### config.mk
export PLATFORM = sky130hd
export DESIGN_NAME = tag_table_writer
export DESIGN_NICKNAME = d
export VERILOG_FILES = /design/src/rtl/tag_table_writer_pkg.sv /design/src/rtl/tag_table_writer_find_value_idx.sv /design/src/rtl/tag_table_writer.sv
export SDC_FILE = /design/constraint.sdc
export NUM_CORES = 2
export LEC_CHECK = 0
export ABC_CLOCK_PERIOD_IN_PS = 26500
export CAP_MARGIN = 20
export CELL_PAD_IN_SITES_DETAIL_PLACEMENT = 1
export CELL_PAD_IN_SITES_GLOBAL_PLACEMENT = 1
export CORE_MARGIN = 2
export CORE_UTILIZATION = 38
export DETAILED_ROUTE_END_ITERATION = 10
export PLACE_DENSITY_LB_ADDON = 0.3
export SYNTH_ARGS = -nofsm -noshare
export SYNTH_HDL_FRONTEND = slang
export SYNTH_SLANG_ARGS = --single-unit
### constraint.sdc
create_clock -name clk -period 26.5 [get_ports clk]
set_input_delay 7.95 -clock clk [delete_from_list [all_inputs] [get_ports clk]]
set_output_delay 7.95 -clock clk [all_outputs]
set_load 0.05 [all_outputs]
### src/rtl/tag_table_writer_pkg.sv
// Shared defaults and FSM encoding for the tag table writer.
package tag_table_writer_pkg;

  localparam int unsigned TagSizeDefault    = 64;
  localparam int unsigned LogVecSizeDefault = 3;

  typedef enum logic [1:0] {
    StIdle   = 2'd0,
    StSearch = 2'd1,
    StCommit = 2'd2
  } state_e;

endpackage

### src/rtl/tag_table_writer_find_value_idx.sv
// findValueIdx: combinational lookup of a tag against the valid entries of the tag matrix.
module tag_table_writer_find_value_idx
  import tag_table_writer_pkg::*;
#(
  parameter int unsigned LogVecSize = LogVecSizeDefault,
  parameter int unsigned TagSize    = TagSizeDefault
) (
  input  logic [0:TagSize-1]                           value_i,
  input  logic [0:(1 << LogVecSize)-1][0:TagSize-1]    mat_i,
  input  logic [0:(1 << LogVecSize)-1]                 valid_i,
  output logic                                         hit_o,
  output logic [LogVecSize-1:0]                        idx_o
);

  localparam int unsigned VecSize = 1 << LogVecSize;

  // Lowest matching valid entry; at most one can match since tags are never duplicated.
  always_comb begin
    hit_o = 1'b0;
    idx_o = '0;
    for (int unsigned i = 0; i < VecSize; i++) begin
      if (!hit_o && valid_i[i] && (mat_i[i] == value_i)) begin
        hit_o = 1'b1;
        idx_o = LogVecSize'(i);
      end
    end
  end

endmodule

### src/rtl/tag_table_writer.sv
// Tag table allocation: insert tags over valid/ready, reuse hits, fill free entries,
// otherwise evict a round-robin victim. Owns the tag matrix and valid vector.
module tag_table_writer
  import tag_table_writer_pkg::*;
#(
  parameter int unsigned LOG_VEC_SIZE = LogVecSizeDefault,
  parameter int unsigned TAG_SIZE     = TagSizeDefault
) (
  input  logic                                          clk,
  input  logic                                          rst,
  input  logic                                          req_valid,
  output logic                                          req_ready,
  input  logic [0:TAG_SIZE-1]                           req_tag,
  input  logic                                          inv_valid,
  input  logic [0:LOG_VEC_SIZE-1]                       inv_idx,
  output logic                                          resp_valid,
  output logic [0:LOG_VEC_SIZE-1]                       resp_idx,
  output logic                                          resp_hit,
  output logic                                          resp_evicted,
  output logic [0:TAG_SIZE-1]                           resp_evict_tag,
  output logic [0:(1 << LOG_VEC_SIZE)-1]                valid,
  output logic [0:(1 << LOG_VEC_SIZE)-1][0:TAG_SIZE-1]  tagMat
);

  localparam int unsigned VecSize = 1 << LOG_VEC_SIZE;
  typedef logic [LOG_VEC_SIZE-1:0] idx_t;

  state_e state_q, state_d;
  logic [0:TAG_SIZE-1] tag_q;

  logic lookup_hit;
  idx_t lookup_idx;
  logic free_found;
  idx_t free_idx;

  // Lookup results frozen at the end of SEARCH
  logic hit_q, free_found_q;
  idx_t match_idx_q, free_idx_q;

  idx_t victim_q, victim_d;
  logic [0:VecSize-1] valid_q, valid_d;
  logic [0:VecSize-1][0:TAG_SIZE-1] tag_mat_q;

  logic hit_live, write_en, evict_sel;
  idx_t write_idx;

  logic               resp_valid_q, resp_valid_d;
  logic               resp_hit_q, resp_hit_d;
  logic               resp_evicted_q, resp_evicted_d;
  idx_t               resp_idx_q, resp_idx_d;
  logic [0:TAG_SIZE-1] resp_evict_tag_q, resp_evict_tag_d;

  tag_table_writer_find_value_idx #(
    .LogVecSize (LOG_VEC_SIZE),
    .TagSize    (TAG_SIZE)
  ) u_find_value_idx (
    .value_i (tag_q),
    .mat_i   (tag_mat_q),
    .valid_i (valid_q),
    .hit_o   (lookup_hit),
    .idx_o   (lookup_idx)
  );

  // Lowest-index free entry
  always_comb begin
    free_found = 1'b0;
    free_idx   = '0;
    for (int unsigned i = 0; i < VecSize; i++) begin
      if (!free_found && !valid_q[i]) begin
        free_found = 1'b1;
        free_idx   = idx_t'(i);
      end
    end
  end

  // COMMIT decision; a hit whose entry was invalidated during SEARCH falls back to a miss
  always_comb begin
    hit_live  = hit_q && valid_q[match_idx_q];
    write_idx = free_found_q ? free_idx_q : victim_q;
    write_en  = (state_q == StCommit) && !hit_live;
    evict_sel = write_en && !free_found_q;
  end

  // FSM next state and handshake
  always_comb begin
    state_d   = state_q;
    req_ready = 1'b0;
    unique case (state_q)
      StIdle: begin
        req_ready = 1'b1;
        if (req_valid) state_d = StSearch;
      end
      StSearch: state_d = StCommit;
      StCommit: state_d = StIdle;
      default:  state_d = StIdle;
    endcase
  end

  // Next valid vector, victim pointer and registered response
  always_comb begin
    valid_d = valid_q;
    if (inv_valid) valid_d[inv_idx] = 1'b0;
    // Commit write overrides a same-cycle invalidation of the same entry
    if (write_en) valid_d[write_idx] = 1'b1;

    victim_d = victim_q;
    if (evict_sel) victim_d = victim_q + idx_t'(1);

    resp_valid_d     = 1'b0;
    resp_hit_d       = 1'b0;
    resp_idx_d       = '0;
    resp_evicted_d   = 1'b0;
    resp_evict_tag_d = '0;
    if (state_q == StCommit) begin
      resp_valid_d   = 1'b1;
      resp_hit_d     = hit_live;
      resp_idx_d     = hit_live ? match_idx_q : write_idx;
      resp_evicted_d = evict_sel && valid_q[victim_q];
      if (resp_evicted_d) resp_evict_tag_d = tag_mat_q[victim_q];
    end
  end

  // Control state, captured request and SEARCH results
  always_ff @(posedge clk or posedge rst) begin
    if (rst) begin
      state_q          <= StIdle;
      tag_q            <= '0;
      hit_q            <= 1'b0;
      match_idx_q      <= '0;
      free_found_q     <= 1'b0;
      free_idx_q       <= '0;
      victim_q         <= '0;
      resp_valid_q     <= 1'b0;
      resp_hit_q       <= 1'b0;
      resp_idx_q       <= '0;
      resp_evicted_q   <= 1'b0;
      resp_evict_tag_q <= '0;
    end else begin
      state_q          <= state_d;
      victim_q         <= victim_d;
      resp_valid_q     <= resp_valid_d;
      resp_hit_q       <= resp_hit_d;
      resp_idx_q       <= resp_idx_d;
      resp_evicted_q   <= resp_evicted_d;
      resp_evict_tag_q <= resp_evict_tag_d;
      if (state_q == StIdle && req_valid) tag_q <= req_tag;
      if (state_q == StSearch) begin
        hit_q        <= lookup_hit;
        match_idx_q  <= lookup_idx;
        free_found_q <= free_found;
        free_idx_q   <= free_idx;
      end
    end
  end

  // Table storage
  always_ff @(posedge clk or posedge rst) begin
    if (rst) begin
      valid_q   <= '0;
      tag_mat_q <= '0;
    end else begin
      valid_q <= valid_d;
      if (write_en) tag_mat_q[write_idx] <= tag_q;
    end
  end

  assign resp_valid     = resp_valid_q;
  assign resp_idx       = resp_idx_q;
  assign resp_hit       = resp_hit_q;
  assign resp_evicted   = resp_evicted_q;
  assign resp_evict_tag = resp_evict_tag_q;
  assign valid          = valid_q;
  assign tagMat         = tag_mat_q;

endmodule
# ---- Yosys cells after proc, flatten, opt, wreduce, memory -nomap -nowiden
# Index checks and enable logic that the tools add are counted.
dict set report op_classes {
  addsub 1
  n_lt_le_gt_ge 6
  eq_ne 11
  muxes 59
  n_bitwise 7
  reduce_logical 52
}
# cell count
set op_table {}
lappend op_table {{bitwise mux 512 bit} 1}
lappend op_table {{== test 64 bit} 8}
lappend op_table {{2-to-1 mux 64 bit} 5}
lappend op_table {{binary-select mux 64 bit (select 3 bit)} 1}
lappend op_table {{demux 64 bit (select 3 bit)} 1}
lappend op_table {{2-to-1 mux 3 bit} 13}
lappend op_table {{logical AND 1 bit} 29}
lappend op_table {{2-to-1 mux 1 bit} 28}
lappend op_table {{zero test 1 bit} 22}
lappend op_table {{greater-or-equal comparator 4 bit, second input constant} 4}
lappend op_table {{2-to-1 mux 8 bit} 2}
lappend op_table {{inverter 3 -> 4 bit} 4}
lappend op_table {{AND 8 bit} 1}
lappend op_table {{< comparator 4 x 1 -> 1 bit, second input constant} 2}
lappend op_table {{inverter 8 bit} 1}
lappend op_table {{bitwise OR 8 bit} 1}
lappend op_table {{binary-select mux 1 bit (select 3 bit)} 2}
lappend op_table {{demux 1 bit (select 3 bit)} 2}
lappend op_table {{2-to-1 mux 2 bit} 3}
lappend op_table {{one-hot mux 2 bit (2 select lines)} 1}
lappend op_table {{adder 3 x 1 -> 3 bit, second input constant} 1}
lappend op_table {{== test 2 x 1 -> 1 bit, second input constant} 1}
lappend op_table {{== test 2 bit, second input constant} 1}
lappend op_table {{zero test 2 bit} 1}
lappend op_table {{!= test 2 bit, second input constant} 1}
dict set report word_totals {
  regBits 667
  output_inout_bits 591
  wordCells 157
}

# ---- Logic depth before layout (Yosys ltp)
dict set report depth {
  ltp_word 31
  mapped_depth 11
  mapped_depth_nobuf 8
}

# ---- Hierarchy
# A second synthesis with hierarchy kept.
dict set report unflattened {
  hier_cells 2564
  hier_area_um2 35365.2
}
# mod n_inst cells_per_inst area_each_um2
set by_module_without_submodules {}
lappend by_module_without_submodules {tag_table_writer 1 1731 29195.5}
lappend by_module_without_submodules {tag_table_writer_find_value_idx 1 833 6169.7}

# ---- Worst setup path after synthesis
# No wires, ideal clock.
dict set report synth_timing {
  path_type {input port to flip-flop}
  from {in req_valid}
  to {reg tag_q[49] in the netlist's numbering}
  arrival_time_ps 9038
  path_slack_ps 17337
  stages 4
  n_path_buf 2
  path_cell_list {and2_1 clkbuf_1 buf_1 mux2_2}
}
dict set report synth_via {
  elab_chain_len 1
}
# element line
set synth_lines {}
lappend synth_lines {{start, declared} tag_table_writer.sv:11} ;# input logic req_valid,
lappend synth_lines {{logical AND 1 bit} tag_table_writer.sv:146} ;# if (state_q == StIdle && req_valid) tag_q <= req_tag;
lappend synth_lines {{end signal, assigned} tag_table_writer.sv:146}
lappend synth_lines {{end, declared} tag_table_writer.sv:29} ;# logic [0:TAG_SIZE-1] tag_q;
# No other way between the ends.
# A chain may end at the register's enable or synchronous reset.

==> impl_metrics.yaml <==
clock_tree:
  cts.clk_slew.worst_paths_ns: 0.06
  h-tree-depth: 3
  cts_hold_buf: 0
  cts_root_buffer: "clkbuf_16"
  cts_tree: "yes"
  clock_sinks: 667
  cts-resized-gates: 0
  clockBufferDepth: 3
  post_cts_buffers: 0
  clkLatencyLatePin_ns: 0.65
  cts_made_buffers: 76
drt:
  post_drt_wl_per_cell_um: 40.70
  drtPass1Iterations: 5
  wirelength_mm: 183.9
  remaining_drc_errors: 0
  final_antenna_net_count: 0
  viasPerCell: 6.162
  vias: 27840
  first_iter_violations: 3048
critical_path:
  crit_fanout: 74
  path_buf_inv: 6
  crit_type: "in2async"
  crit_path_top_delay_cell: "buf_4"
  cp.depth: 6
  r2r-start: "valid[1]$_DFF_PP0_"
  cpMostUsedCell: "buf_4"
  ff2ff_path_depth: 7
  arrival_ns: 11.97
  startpoint_type: "input port"
  endpoint: "tagMat[10]$_DFFE_PP0P_"
  crit_path_end_kind: "asynchronous set/reset pin"
  rrSetupSlack_ns: 21.91
  path_cells: "clkdlybuf4s50_1 > clkinvlp_4 > buf_4 > buf_4 > buf_4 > buf_4"
  cpPeakStageDelay_ns: 0.91
  critical_path.startpoint: "rst"
  r2r_end: "tagMat[427]$_DFFE_PP0P_"
  critical-path-top-delay-family: "buffers and inverters"
  worstPathRequired_ns: 27.13
synth:
  synth_nets: 2808
  synth_compound_area_frac: 0.03928
  synth_xor_area_frac: 0.1048
  synthAdderAreaFrac: 0.0003634
  synth_seq_area_share: 0.4848
  synth_warnings: 0
  synthArstFlopShare: 1.000
  synthFlopType: "dfrtp_1"
  synth-edff-count: 0
  synth_cell_type_count: 57
  yosys.area_share.simple: 0.06010
  netlist_area_um2: 34430
  synthCells: 2736
  muxShareOfSynthArea: 0.2687
  avgSynthCellArea_um2: 12.58
  synth_seq_cells: 667
  synth_top_family_by_area: "multiplexers"
timing:
  slew_viol_final: 0
  layout_setup_ws_ns: 15.16
  relSlewSlack: 0.1938
  finalHoldViolCount: 0
  max_freq_mhz: 88.18
  fin_skew_ns: 0.01205
  rsz0062_at_grt: "no"
  whs_ns: 0.5444
  setup_tns_ns: 0
  period_share: 0.4280
  tightestPinTransition_ns: 1.201
  setup_viol: 0
  finalCriticalPeriod_ns: 11.34
finish:
  regArea_um2: 16700
  area_delta_synth_final_pct: 28.62
  drive_above_1_share: 0.2146
  num-nets-final: 3353
  nFillCells: 9126
  multiInputGateArea_um2: 16330
pwr:
  pwr_density_cell_nw_per_um2: 157.0
  p_leak_uw: 0.01835
  irDropWorstVdd_mv: 0.09226
place:
  dpl.hpwl_mm: 141.4
  dp_slack_ns: 14.39
  port_buffers: 661
  gp_congestion: 1.039
run:
  cap_violations: 0
hold_path:
  worst_hold_path_type: "reg2reg"
  worstHoldPathCells: 2
outcome:
  status: "complete, no violations"
floorplanning:
  core_um2: 89870
  fp-row-count: 110
  die_h_um: 305.0
  ios: 662
  initial_core_util: 0.3831
  die_w_um: 305.0
  die_area_um2: 93030
global_routing:
  grt_pass1_wl_mm: 250.6
  grt.total_usage: 0.3903
  grt_max_degree: 177
  grt_pass1_vias: 28040
  grt_remaining_overflow: 0
  antenna_found_initial: 13
-- state kept, by name, summed over array words and instances, names as in the netlist --
register,cells
state_q,2
free_found_q,1
resp_hit,1
resp_idx,3
victim_q,3
match_idx_q,3
resp_valid,1
valid,8
resp_evict_tag,64
free_idx_q,3
tagMat,512
hit_q,1
resp_evicted,1
tag_q,64
-- tightest hold or removal path: cells and delay by family, from the launching register on --
kind	cells	cell delay [ns]
AND/OR/NAND/NOR	1	0.07
AO/OA/AOI/OAI	1	0.07
flip-flops	1	0.37
-- layout by cell type, fill, tap and decap left out, types with 82 or more instances in the layout --
cell	count
mux2_2	397
xor2_1	115
mux4_2	132
dfrtp_1	664
o21ai_0	104
inv_1	83
xnor2_1	297
nor2_1	82
mux2_1	100
nand2_1	109
clkdlybuf4s50_1	661
-- cell usage after synthesis, drive strengths merged, types with 50 or more instances --
cell type / n / area share
nor2: 90 / 0.011
inv: 86 / 0.0094
o21ai: 111 / 0.016
mux4: 132 / 0.086
mux2i: 68 / 0.020
buf: 96 / 0.016
xor2: 115 / 0.029
dfrtp: 667 / 0.48
xnor2: 297 / 0.076
clkbuf: 148 / 0.016
nand4: 81 / 0.015
nand2: 110 / 0.012
mux2: 497 / 0.16
nor4: 50 / 0.0091
-- metal layers --
layer  track usage  wire length [um]  up-vias  part of all wire
li1              -                 -    10820                 -
met1        0.5157             73780    14980              0.40
met2        0.6118             84120     1678              0.46
met3       0.08928             16250      347             0.088
met4        0.1773              9604       14             0.052
met5             0                94        -           0.00051
-- worst min-delay path by stage --
| stage | endpoint | slack, ns | startpoint |
|---|---|---|---|
| finish | free_idx_q[2]$_DFFE_PP0N_ | 0.54 | free_idx_q[2]$_DFFE_PP0N_ |
| global route | free_idx_q[2]$_DFFE_PP0N_ | 0.58 | free_idx_q[2]$_DFFE_PP0N_ |
| floorplan | free_idx_q[0]$_DFFE_PP0N_ | 0.45 | free_idx_q[0]$_DFFE_PP0N_ |
| CTS | free_idx_q[2]$_DFFE_PP0N_ | 0.54 | free_idx_q[2]$_DFFE_PP0N_ |
| global placement | free_idx_q[0]$_DFFE_PP0N_ | 0.47 | free_idx_q[0]$_DFFE_PP0N_ |
| detailed placement | free_idx_q[0]$_DFFE_PP0N_ | 0.47 | free_idx_q[0]$_DFFE_PP0N_ |
-- report_power, final --
group	internal (uW)	switching, uW	total (uW)	leakage, uW
Sequential	1350	776	2120	0.00883
Clock	582	462	1040	0.00118
Combinational	1320	2460	3790	0.00834
Total	3250	3700	6950	0.0183
-- through the flow --
stage	util	instance area [um2]	power, uW	std cells
after detailed placement	0.4656	41840	5822	4376
after floorplan	-	34440	4027	2736
after global routing	0.4926	44280	7079	4512
final	0.4928	44290	6954	4517
after CTS	0.4922	44240	6883	4509
after global placement	0.4656	41840	5767	4376
-- area by class of cell --
type	instances	share of cell area
clock buffers	108	0.04882
clock inverters	25	0.005340
multi-input cells	1733	0.3688
flip-flops and latches	667	0.3771
inverters	92	0.007967
repair buffers	711	0.1584
well taps	1176	0.03322
diodes	5	0.0002825
-- kinds of logic after synthesis --
kind of cell | count (synthesis)
muxes | 697
DFF | 667
xor gates and xnor gates | 412
and+or+nand+nor | 408
buffers and inverters | 336
AOI/OAI and AO/OA | 215
adders and majority gates | 1
(Power assumes the default switching activity.)
